===== src/rtl/capture_pkg.sv =====
// Shared definitions for the LVDS capture sequencer: FSM state encoding and
// the bit positions of the front-end select enables inside cfg_sel.
package capture_pkg;

  typedef enum logic [2:0] {
    ST_IDLE    = 3'd0,
    ST_SETTLE  = 3'd1,
    ST_ARMED   = 3'd2,
    ST_CAPTURE = 3'd3,
    ST_DONE    = 3'd4
  } state_t;

  localparam int SEL1_IDX = 0;
  localparam int SEL3_IDX = 1;

endpackage


===== src/rtl/capture_seq_counter.sv =====
// Loadable, clearable up-counter with an equality compare against a terminal
// value; used for the settle, sample and trigger-timeout counts.
module capture_seq_counter #(
  parameter int WIDTH = 8
) (
  input  logic             LVDS_CLK,
  input  logic             LVDS_RESET,
  input  logic             clr,
  input  logic             load,
  input  logic [WIDTH-1:0] load_val,
  input  logic             inc,
  input  logic [WIDTH-1:0] term,
  output logic [WIDTH-1:0] count,
  output logic             at_term
);

  logic [WIDTH-1:0] count_reg;

  always_ff @(posedge LVDS_CLK) begin
    if (LVDS_RESET || clr) begin
      count_reg <= '0;
    end else if (load) begin
      count_reg <= load_val;
    end else if (inc) begin
      count_reg <= count_reg + WIDTH'(1);
    end
  end

  assign count   = count_reg;
  assign at_term = (count_reg == term);

endmodule


===== src/rtl/capture_sequencer.sv =====
// Sequences one LVDS capture: front-end selects, settle wait, optional trigger
// wait, then N+1 buffer writes. Define CAPTURE_SEQUENCER_TIMEOUT_EN for the ARMED timeout.
module capture_sequencer
  import capture_pkg::*;
#(
  parameter int ADDR_WIDTH     = 9,
  parameter int SETTLE_CYCLES  = 16,
  parameter int TIMEOUT_CYCLES = 65535
) (
  input  logic                  LVDS_CLK,
  input  logic                  LVDS_RESET,
  input  logic                  start,
  input  logic                  abort,
  input  logic                  trig,
  input  logic [ADDR_WIDTH-1:0] cfg_len,
  input  logic [1:0]            cfg_sel,
  input  logic                  cfg_trig_en,
  input  logic                  done_ack,
  output logic [ADDR_WIDTH-1:0] wr_addr,
  output logic                  wr_en,
  output logic                  P12_SEL1,
  output logic                  P12_SEL3,
  output logic                  busy,
  output logic                  done,
  output logic                  aborted,
  output logic                  timeout
);

  localparam int SW = $clog2(SETTLE_CYCLES + 1);
  localparam logic [SW-1:0] SETTLE_TERM = SW'(SETTLE_CYCLES - 1);

  if (SETTLE_CYCLES < 1 || TIMEOUT_CYCLES < 1) begin : g_param_check
    $error("capture_sequencer: SETTLE_CYCLES and TIMEOUT_CYCLES must be >= 1");
  end

  state_t                state_reg, state_next;
  logic [ADDR_WIDTH-1:0] cfg_len_q;
  logic [1:0]            cfg_sel_q;
  logic                  cfg_trig_en_q;
  logic                  aborted_reg, aborted_next;
  logic                  in_busy, accept;
  logic                  settle_done, sample_last;
  logic                  sample_clr, sample_inc;
  logic [SW-1:0]         settle_cnt_unused;
  logic [ADDR_WIDTH-1:0] sample_count;

  assign accept  = (state_reg == ST_IDLE) && start;
  assign in_busy = (state_reg == ST_SETTLE) || (state_reg == ST_ARMED) ||
                   (state_reg == ST_CAPTURE);

  capture_seq_counter #(.WIDTH(SW)) u_settle_cnt (
    .LVDS_CLK  (LVDS_CLK),
    .LVDS_RESET(LVDS_RESET),
    .clr       (state_reg != ST_SETTLE),
    .load      (1'b0),
    .load_val  ('0),
    .inc       (state_reg == ST_SETTLE),
    .term      (SETTLE_TERM),
    .count     (settle_cnt_unused),
    .at_term   (settle_done)
  );

  // Held at zero outside CAPTURE/DONE so wr_addr starts each capture at 0 and
  // holds its final value while DONE waits for the acknowledge.
  assign sample_clr = (state_next != ST_CAPTURE) && (state_next != ST_DONE);
  assign sample_inc = (state_reg == ST_CAPTURE) && (state_next == ST_CAPTURE);

  capture_seq_counter #(.WIDTH(ADDR_WIDTH)) u_sample_cnt (
    .LVDS_CLK  (LVDS_CLK),
    .LVDS_RESET(LVDS_RESET),
    .clr       (sample_clr),
    .load      (1'b0),
    .load_val  ('0),
    .inc       (sample_inc),
    .term      (cfg_len_q),
    .count     (sample_count),
    .at_term   (sample_last)
  );

`ifdef CAPTURE_SEQUENCER_TIMEOUT_EN
  localparam int TW = $clog2(TIMEOUT_CYCLES + 1);

  logic          armed_expired;
  logic          timeout_reg, timeout_next;
  logic [TW-1:0] armed_cnt_unused;

  capture_seq_counter #(.WIDTH(TW)) u_timeout_cnt (
    .LVDS_CLK  (LVDS_CLK),
    .LVDS_RESET(LVDS_RESET),
    .clr       (state_reg != ST_ARMED),
    .load      (1'b0),
    .load_val  ('0),
    .inc       (state_reg == ST_ARMED),
    .term      (TW'(TIMEOUT_CYCLES - 1)),
    .count     (armed_cnt_unused),
    .at_term   (armed_expired)
  );

  always_ff @(posedge LVDS_CLK) begin
    if (LVDS_RESET) begin
      timeout_reg <= 1'b0;
    end else begin
      timeout_reg <= timeout_next;
    end
  end

  assign timeout = timeout_reg;
`else
  assign timeout = 1'b0;
`endif

  always_ff @(posedge LVDS_CLK) begin
    if (LVDS_RESET) begin
      state_reg     <= ST_IDLE;
      aborted_reg   <= 1'b0;
      cfg_len_q     <= '0;
      cfg_sel_q     <= '0;
      cfg_trig_en_q <= 1'b0;
    end else begin
      state_reg   <= state_next;
      aborted_reg <= aborted_next;
      if (accept) begin
        cfg_len_q     <= cfg_len;
        cfg_sel_q     <= cfg_sel;
        cfg_trig_en_q <= cfg_trig_en;
      end
    end
  end

  // abort is checked first in every busy state so it beats trig, settle
  // expiry, trigger timeout and the final sample.
  always_comb begin
    state_next   = state_reg;
    aborted_next = 1'b0;
`ifdef CAPTURE_SEQUENCER_TIMEOUT_EN
    timeout_next = 1'b0;
`endif
    case (state_reg)
      ST_IDLE: begin
        if (start) state_next = ST_SETTLE;
      end
      ST_SETTLE: begin
        if (abort) begin
          state_next   = ST_IDLE;
          aborted_next = 1'b1;
        end else if (settle_done) begin
          state_next = cfg_trig_en_q ? ST_ARMED : ST_CAPTURE;
        end
      end
      ST_ARMED: begin
        if (abort) begin
          state_next   = ST_IDLE;
          aborted_next = 1'b1;
        end else if (trig) begin
          state_next = ST_CAPTURE;
`ifdef CAPTURE_SEQUENCER_TIMEOUT_EN
        end else if (armed_expired) begin
          state_next   = ST_IDLE;
          timeout_next = 1'b1;
`endif
        end
      end
      ST_CAPTURE: begin
        if (abort) begin
          state_next   = ST_IDLE;
          aborted_next = 1'b1;
        end else if (sample_last) begin
          state_next = ST_DONE;
        end
      end
      ST_DONE: begin
        if (done_ack) state_next = ST_IDLE;
      end
      default: state_next = ST_IDLE;
    endcase
  end

  assign wr_en    = (state_reg == ST_CAPTURE);
  assign wr_addr  = sample_count;
  assign busy     = in_busy;
  assign done     = (state_reg == ST_DONE);
  assign aborted  = aborted_reg;
  assign P12_SEL1 = cfg_sel_q[SEL1_IDX] & in_busy;
  assign P12_SEL3 = cfg_sel_q[SEL3_IDX] & in_busy;

endmodule


===== config.mk =====
export PLATFORM = sky130hd
export DESIGN_NAME = capture_sequencer
export DESIGN_NICKNAME = d
export VERILOG_FILES = /design/src/rtl/capture_pkg.sv /design/src/rtl/capture_seq_counter.sv /design/src/rtl/capture_sequencer.sv
export SDC_FILE = /design/constraint.sdc
export NUM_CORES = 1
export LEC_CHECK = 0
export CORE_MARGIN = 1.5
export CORE_UTILIZATION = 54
export DETAILED_ROUTE_END_ITERATION = 10
export GPL_ROUTABILITY_DRIVEN = 0
export HOLD_SLACK_MARGIN = 0.15
export PLACE_DENSITY = 0.84
export SLEW_MARGIN = 10
export SYNTH_ARGS = -nofsm -noshare
export SYNTH_HDL_FRONTEND = slang
export SYNTH_HIERARCHICAL = 1
export SYNTH_SLANG_ARGS = --single-unit
export TNS_END_PERCENT = 5

===== constraint.sdc =====
create_clock -name LVDS_CLK -period 4.5 [get_ports LVDS_CLK]
set_input_delay 0.9 -clock LVDS_CLK [delete_from_list [all_inputs] [get_ports LVDS_CLK]]
set_output_delay 0.9 -clock LVDS_CLK [all_outputs]
set_load 0.01 [all_outputs]

==> results.toml, run 1 <==
[clock_network]
cts_tree = "yes"
clock-sinks = 30
clk_pin_slew_ps = 100
numCtsBuffers = 5
clock_latency_ps = 330
cts_setup_buffers = 0
clk_path_buf_depth = 2
postCtsHoldBufs = 0
cts_resized = 0
clockRootBuffer = "clkbuf_4"
htreeDepth = 2

[detailed_routing]
dr.pass1.iters = 4
vias_per_cell = 5.31
wl_met2_um = 1560
avgRoutedWirePerCell_um = 11.8
vias = 1529
wl_met3_um = 196
drt_iter0_markers = 63
ant_nets = 0
maxUsedRoutingLayer = "met4"
drt-total-wl_um = 3400
wl_met1_um = 1540
drc_errors = 0

[logic_synthesis]
ys_types = 42
yosysWarnings = 6
synth-edff-count = 0
ys_async_sr_fraction = 0
yosys-top-cells-count = "35 x nand2_1, 30 x dfxtp_1, 18 x a21oi_1"
synth_top_area_cell = "dfxtp_1"
synth_seq_area_share = 0.372
yosysMostFrequentCell = "nand2_1"
synth_flop_cell = "dfxtp_1"
synth_area_mm2 = 0.00161
synth-seq-cells = 30
synth_top_area_frac = 0.372
synthCells = 199
avgSynthCellArea_um2 = 8.10
synthTopCellsByArea = "dfxtp_1 37%, nand2_1 8.1%, xnor2_1 6.5%, a21oi_1 5.6%, xor2_1 5.4%"

[worst_setup_path]
worstPathArrival_ps = 3560
worstSetupStartpoint = "u_sample_cnt/count[0]"
slowest_stage = "nor4_1"
critPathCaptureType = "flop"
required_ps = 4730
worstSetupStartpointType = "flop"
worst_r2r_endpoint = "u_sample_cnt/count[8]"
crit_type = "flop to flop"
path_cells = "xnor2_1, nand4_1, nor4_1, inv_1, o32ai_1, nor2_1, or4b_1, or4_1, o311ai_1"
reg2reg_depth = 9
crit_path_max_incr_delay_ps = 610
r2r_start = "u_sample_cnt/count[0]"
cp_max_fo = 7
r2r_slack_ps = 1160

[hold_path]
hold_start = "cfg_sel_q[1]"
hold_depth = 2
whs_endpoint = "cfg_sel_q[1]"
hold_path.class = "flop to flop"

[grt]
grtUsageTotal = 0.231
grt_pass1_vias = 1394
overflow = 0
antenna_found_initial = 0
grt_max_degree = 23
grt_pass1_wl_um = 5930

[power_and_ir_drop]
p_leak_nw = 0.792
power.density_mw_per_mm2 = 267
ir_drop_uv = 199

[timing]
drv_slew = 0
min_period_ps = 3340
max_freq_mhz = 300
maxSlewHeadroom = 0.465
finalSetupViolCount = 0
finalSetupTns_ps = 0
fin_skew_ps = 8.92
whs_ps = 457
rsz0062_at_grt = "no"
period_share = 0.742
finalHoldViolCount = 0
tightest_slew_ps = 795

[floorplan]
io_pins = 34
die_h_um = 57.7
initial_core_util = 0.575
fp.coreArea_mm2 = 0.00281
rows = 19
fp.dieW_um = 57.7
die_area_mm2 = 0.00332

[finish]
num_antenna_cells = 0
drive_gt1_frac = 0.0584
nets = 276
fill_cells = 216
area_growth_pct = 30.6

[placement]
hpwl_um = 2540
port_buffers = 32

[outcome]
outcome = "completed"

[job]
cap_violations = 0
-- worst max-delay path: cells and delay by family (launching register included) --
family / cells / cell delay (ps)
simple gates: 5 / 1970
compound gates: 2 / 510
flops: 1 / 500
xor+xnor: 1 / 160
buf+inv: 1 / 90
-- metrics by stage --
| stage | total power [mW] | setup WS (ps) | cell area (um2) | instances | util |
|---|---|---|---|---|---|
| final | 0.563 | 1160 | 2110 | 288 | 0.751 |
| after global routing | 0.588 | 982 | 2110 | 288 | 0.751 |
| after CTS | 0.565 | 1250 | 2110 | 288 | 0.751 |
| after detailed placement | 0.358 | 936 | 2030 | 280 | 0.723 |
| after global placement | 0.356 | 1040 | 2030 | 280 | 0.723 |
| after floorplan | 0.331 | 1670 | 1710 | 224 | - |
-- power breakdown --
group / switching, mW / leakage (nW) / total [mW] / internal [mW]
Combinational: 0.0360 / 0.503 / 0.0712 / 0.0352
Sequential: 0.00747 / 0.244 / 0.282 / 0.274
Clock: 0.0953 / 0.0450 / 0.210 / 0.115
-- worst max-delay path by stage --
| stage | end | slack, ps |
|---|---|---|
| after CTS | u_sample_cnt/count[8] | 1250 |
| after global routing | u_sample_cnt/count[8] | 980 |
| after global placement | u_sample_cnt/count[8] | 1040 |
| after detailed placement | u_sample_cnt/count[8] | 940 |
| after floorplan | u_sample_cnt/count[8] | 1670 |
| final | u_sample_cnt/count[8] | 1160 |
-- layout make-up --
class                           count  area [um2]  share of cell area
Multi-Input combinational cell    179        1030               0.490
Sequential cell                    30         601               0.285
Timing Repair Buffer               34         335               0.159
Clock inverter                      3        40.0              0.0190
Tap cell                           31        38.8              0.0184
Clock buffer                        5        37.5              0.0178
Inverter                            6        22.5              0.0107
-- layer usage --
metal / global-route usage / vias up
met5: 0 / -
met4: 0.126 / 0
met3: 0.0513 / 12
met2: 0.364 / 52
met1: 0.294 / 686
li1: - / 779
-- kinds of logic (layout without fill, tap and decap cells) --
| logic type | Yosys count | in the layout | share of synthesized area |
|---|---|---|---|
| simple gates | 82 | 82 | 0.266 |
| flops | 30 | 30 | 0.372 |
| mux | 2 | 2 | 0.0124 |
| xor+xnor | 22 | 22 | 0.119 |
| compound gates | 44 | 44 | 0.163 |
| other cells | 2 | 27 | 0.00466 |
| fa+ha+maj | 2 | 2 | 0.0155 |
| buf+inv | 15 | 48 | 0.0465 |
-- cell usage in the layout, fill, tap and decap left out, types with 2 or more instances in the layout --
cell type and instances:
o21ai_0 14, ha_1 2, dfxtp_1 30, and2_1 7, nand4_1 6, clkdlybuf4s50_1 32, buf_4 2, nor3b_1 2
mux2i_1 2, nor2_1 6, clkinv_2 2, inv_1 5, nand2_1 35, clkbuf_4 5, or4_1 2, conb_1 27
nor4_1 2, a21oi_1 18, or3_1 3, xor2_1 10, o211ai_1 2, nor4b_1 2, nand3_1 7, a31oi_1 2
xnor2_1 12, nor3_1 3
Note: power is estimated with default switching activity, not from simulation.
==> inputs of run 2 (changes only) <==
Settings changed: CORE_UTILIZATION 54 to 50, PLACE_DENSITY 0.84 to 0.79.
Clock period 4.5 ns to 3.3 ns, I/O delays scaled along.
==> results.toml, run 2 (synthesis gave the netlist of run 1 again) <==
[outcome]
outcome = "completed"

[worst_setup_path]
worstSetupStartpoint = "u_sample_cnt/count[8]"
r2r_slack_ps = 360
worstSetupStartpointType = "flop"
required_ps = 3530
reg2reg_depth = 10
crit_type = "flop to flop"
critPathCaptureType = "flop"
cp_max_fo = 5
worstPathArrival_ps = 3180
worst_r2r_endpoint = "u_sample_cnt/count[8]"
endpoint = "u_sample_cnt/count[8]"
r2r_start = "u_sample_cnt/count[8]"

[floorplan]
initial_core_util = 0.528
fp.dieW_um = 59.8
die_h_um = 59.8
fp.coreArea_mm2 = 0.00305
io_pins = 34
die_area_mm2 = 0.00358
rows = 20

[grt]
overflow = 0
grt_max_degree = 22
grt_pass1_wl_um = 6070
grt_pass1_vias = 1365
antenna_found_initial = 0
grtUsageTotal = 0.225

[clock_network]
postCtsHoldBufs = 0
clk_pin_slew_ps = 100
cts_resized = 0
clock-sinks = 30
clockRootBuffer = "clkbuf_4"
numCtsBuffers = 5
cts_tree = "yes"
htreeDepth = 2
clk_path_buf_depth = 2
clock_latency_ps = 320
cts_setup_buffers = 0

[placement]
hpwl_um = 2620
post-place-ws_ps = 148
port_buffers = 32
dp_cells = 300

[detailed_routing]
maxUsedRoutingLayer = "met4"
drt-total-wl_um = 3490
wl_met3_um = 240
ant_nets = 0
wl_met2_um = 1600
avgRoutedWirePerCell_um = 11.3
wl_met1_um = 1630
drt_iter0_markers = 92
dr.pass1.iters = 4
vias_per_cell = 5.07
drc_errors = 0
vias = 1562

[power_and_ir_drop]
switching_share = 0.259
power.density_mw_per_mm2 = 331
power.share.clock = 0.320
p_int_mw = 0.528
ir_drop_uv = 221
switchingPower_mw = 0.185
p_leak_nw = 0.819
seqPwrFrac = 0.539
p_comb_frac = 0.142

[finish]
layout_commonest_cell = "nand2_1"
fin_cells = 308
nets = 283
fill_cells = 266
layout_common_cells = "35 x nand2_1, 32 x clkdlybuf4s50_1, 30 x dfxtp_1"
drive_gt1_frac = 0.0795
num_antenna_cells = 0
area_growth_pct = 33.7

[timing]
setup_slack_ps = 356
finalHoldViolCount = 0
maxSlewHeadroom = 0.501
max_freq_mhz = 340
tightest_slew_ps = 744
min_period_ps = 2940
period_share = 0.892
finalSetupTns_ps = 0
finalSetupViolCount = 0
whs_ps = 453
rsz0062_at_grt = "no"
drv_slew = 0
fin_skew_ps = 5.99

[job]
cap_violations = 0

[hold_path]
hold_depth = 2
hold_path.class = "flop to flop"
run 2: cell types whose count changed in the layout (fill, tap and decap cells not counted):
| cell | before | now |
|---|---|---|
| clkinv_2 | 2 | 1 |
| buf_4 | 2 | 9 |
| clkbuf_1 | 0 | 1 |
| clkbuf_8 | 0 | 1 |
| bufinv_16 | 1 | 0 |
run 2: final cells by class:
cell class / count / area (um2) / area share
well taps: 44 / 55.1 / 0.0255
repair buffers: 41 / 388 / 0.180
clock inverters: 1 / 5.00 / 0.00232
flip-flops and latches: 30 / 601 / 0.278
clock buffers: 7 / 55.1 / 0.0255
inverters: 6 / 22.5 / 0.0104
multi-input cells: 179 / 1030 / 0.478
run 2: worst min path at each step:
stage / from / slack, ps / end
2_1_floorplan: cfg_sel_q[1] / 430 / cfg_sel_q[1]
3_3_place_gp: cfg_sel_q[1] / 440 / cfg_sel_q[1]
3_5_place_dp: cfg_sel_q[1] / 440 / cfg_sel_q[1]
4_1_cts: cfg_sel_q[1] / 460 / cfg_sel_q[1]
5_1_grt: cfg_trig_en_q / 480 / cfg_trig_en_q
6_report: cfg_sel_q[1] / 450 / cfg_sel_q[1]
run 2: worst max-delay path, cell delays in order, from the launching register on:
cell	delay, ps
dfxtp_1	460
xnor2_1	110
nand3_1	90
nor4_1	60
buf_4	150
o32a_1	370
a2111oi_2	320
nor2_1	150
or4b_1	530
or4_1	510
o311ai_1	100
run 2: stage by stage:
| stage | util | total power, mW | area [um2] |
|---|---|---|---|
| global route | 0.707 | 0.751 | 2160 |
| floorplan | - | 0.451 | 1710 |
| detailed placement | 0.687 | 0.492 | 2100 |
| global placement | 0.687 | 0.490 | 2100 |
| CTS | 0.707 | 0.715 | 2160 |
| finish | 0.707 | 0.713 | 2160 |
run 2: power groups by stage:
stage	Combinational (mW)	Clock [mW]	Sequential [mW]
finish	0.101	0.228	0.384
CTS	0.0997	0.232	0.384
detailed placement	0.0991	0	0.393
floorplan	0.0625	0	0.389
global placement	0.0984	0	0.392
global route	0.115	0.250	0.386
run 2: metal layers:
metal,vias to the layer above,track usage
met4,0,0.0413
met5,-,0
met1,708,0.315
met2,55,0.345
met3,2,0.0671
li1,797,-
==> inputs of run 3 (changes only) <==
Settings changed: CORE_UTILIZATION 50 to 52, CTS_BUF_LIST from default to sky130_fd_sc_hd__clkbuf_4 sky130_fd_sc_hd__clkbuf_8, PLACE_DENSITY 0.79 to 0.81.
==> results.toml, run 3 (synthesis gave the netlist of run 1 again) <==
[outcome]
outcome = "completed"

[timing]
period_share = 0.897
rsz0062_at_grt = "no"
finalSetupTns_ps = 0
max_freq_mhz = 338
min_period_ps = 2960
drv_slew = 0
fin_skew_ps = 17.7
maxSlewHeadroom = 0.464
finalHoldViolCount = 0
finalSetupViolCount = 0
tightest_slew_ps = 800

[detailed_routing]
vias = 1538
drt-total-wl_um = 3610
drc_errors = 0
dr.pass1.iters = 4
avgRoutedWirePerCell_um = 12.2
ant_nets = 0
vias_per_cell = 5.20
drt_iter0_markers = 56

[finish]
layout_commonest_cell = "nand2_1"
ff_latch_area_um2 = 601
area_growth_pct = 35.6
fill_cells = 251
multiInputGateArea_mm2 = 0.00103
layout_common_cells = "35 x nand2_1, 32 x clkdlybuf4s50_1, 30 x dfxtp_1"
nets = 282
num_antenna_cells = 0
post-route-util = 0.728
drive_gt1_frac = 0.0798

[power_and_ir_drop]
total_power_mw = 0.878
p_comb_frac = 0.116
p_leak_nw = 0.837
power.share.clock = 0.446
ir_drop_uv = 329
switching_share = 0.223
power.density_mw_per_mm2 = 401
switchingPower_mw = 0.196
seqPwrFrac = 0.438
p_int_mw = 0.682

[hold_path]
hold_path.class = "flop to flop"

[floorplan]
io_pins = 34
die_h_um = 58.7
fp.coreArea_mm2 = 0.00300
fp.dieW_um = 58.7
die_area_mm2 = 0.00344
rows = 20
initial_core_util = 0.537

[worst_setup_path]
critPathCaptureType = "flop"
r2r_start = "u_sample_cnt/count[6]"
required_ps = 3550
r2r_slack_ps = 340
worstSetupStartpointType = "flop"
slowest_stage = "or4b_1"
path_cells = "xnor2_1, nand4_1, nor4_1, buf_4, o32a_1, a2111oi_2, nor2_1, or4b_1, or4_1, o311ai_1"
crit_path_max_incr_delay_ps = 540
reg2reg_depth = 10
cp_max_fo = 6
endpoint = "u_sample_cnt/count[8]"
crit_type = "flop to flop"
worstPathArrival_ps = 3210
worst_r2r_endpoint = "u_sample_cnt/count[8]"
worstSetupStartpoint = "u_sample_cnt/count[6]"

[clock_network]
clk_path_buf_depth = 2
cts_resized = 0
numCtsBuffers = 5
clk_pin_slew_ps = 100
cts_tree = "yes"
postCtsHoldBufs = 0
cts_setup_buffers = 0
clock-sinks = 30
htreeDepth = 2
clockRootBuffer = "clkbuf_4"
clock_latency_ps = 360

[grt]
grtUsageTotal = 0.231
overflow = 0
grt_max_degree = 22
grt_pass1_vias = 1317
antenna_found_initial = 0
grt_pass1_wl_um = 5950

[job]
cap_violations = 0

[placement]
hpwl_um = 2610
port_buffers = 32
## run 3: worst min-delay path by stage
stage,start,end,slack (ps),cells after the start
2_1_floorplan,cfg_sel_q[1],cfg_sel_q[1],430,2
3_3_place_gp,cfg_sel_q[0],cfg_sel_q[0],440,2
3_5_place_dp,cfg_sel_q[0],cfg_sel_q[0],440,2
4_1_cts,cfg_sel_q[1],cfg_sel_q[1],460,2
5_1_grt,cfg_sel_q[1],cfg_sel_q[1],470,2
6_report,cfg_sel_q[1],cfg_sel_q[1],450,2
## run 3: worst max-delay path, delay by kind of cell, from the launching register on
kind | cells | cell delay (ps)
flops | 1 | 460
compound gates | 3 | 780
xor+xnor | 1 | 110
buf+inv | 1 | 150
simple gates | 5 | 1360
## run 3: layer usage
metal  wire, um  share of wire  vias up  track usage
li1           -              -      794            -
met1       1680           0.47      685        0.308
met2       1660           0.46       50        0.347
met3        173          0.048        9       0.0527
met4         87          0.024        0        0.127
met5          0              0        -            0
## run 3: area by class of cell
cell class	instances	share of cell area
sequential	30	0.275
multi-input combinational	179	0.471
inverter	6	0.0103
tap	33	0.0189
clock buffer	6	0.0235
timing repair buffer	40	0.174
clock inverter	2	0.0275
## run 3: power by group through the flow
stage          clock network [mW]  registers [mW]  logic (mW)
2_1_floorplan                   0           0.389      0.0625
5_1_grt                     0.414           0.386       0.115
6_report                    0.392           0.384       0.102
3_3_place_gp                    0           0.392      0.0982
4_1_cts                     0.396           0.384       0.100
3_5_place_dp                    0           0.393      0.0996
## run 3: through the flow
stage	cells	hold slack [ps]	worst slack, ps	cell area (um2)
finish	296	452	340	2190
global placement	288	439	195	2080
global route	296	472	197	2190
floorplan	224	426	491	1710
detailed placement	288	444	162	2080
CTS	296	457	350	2190
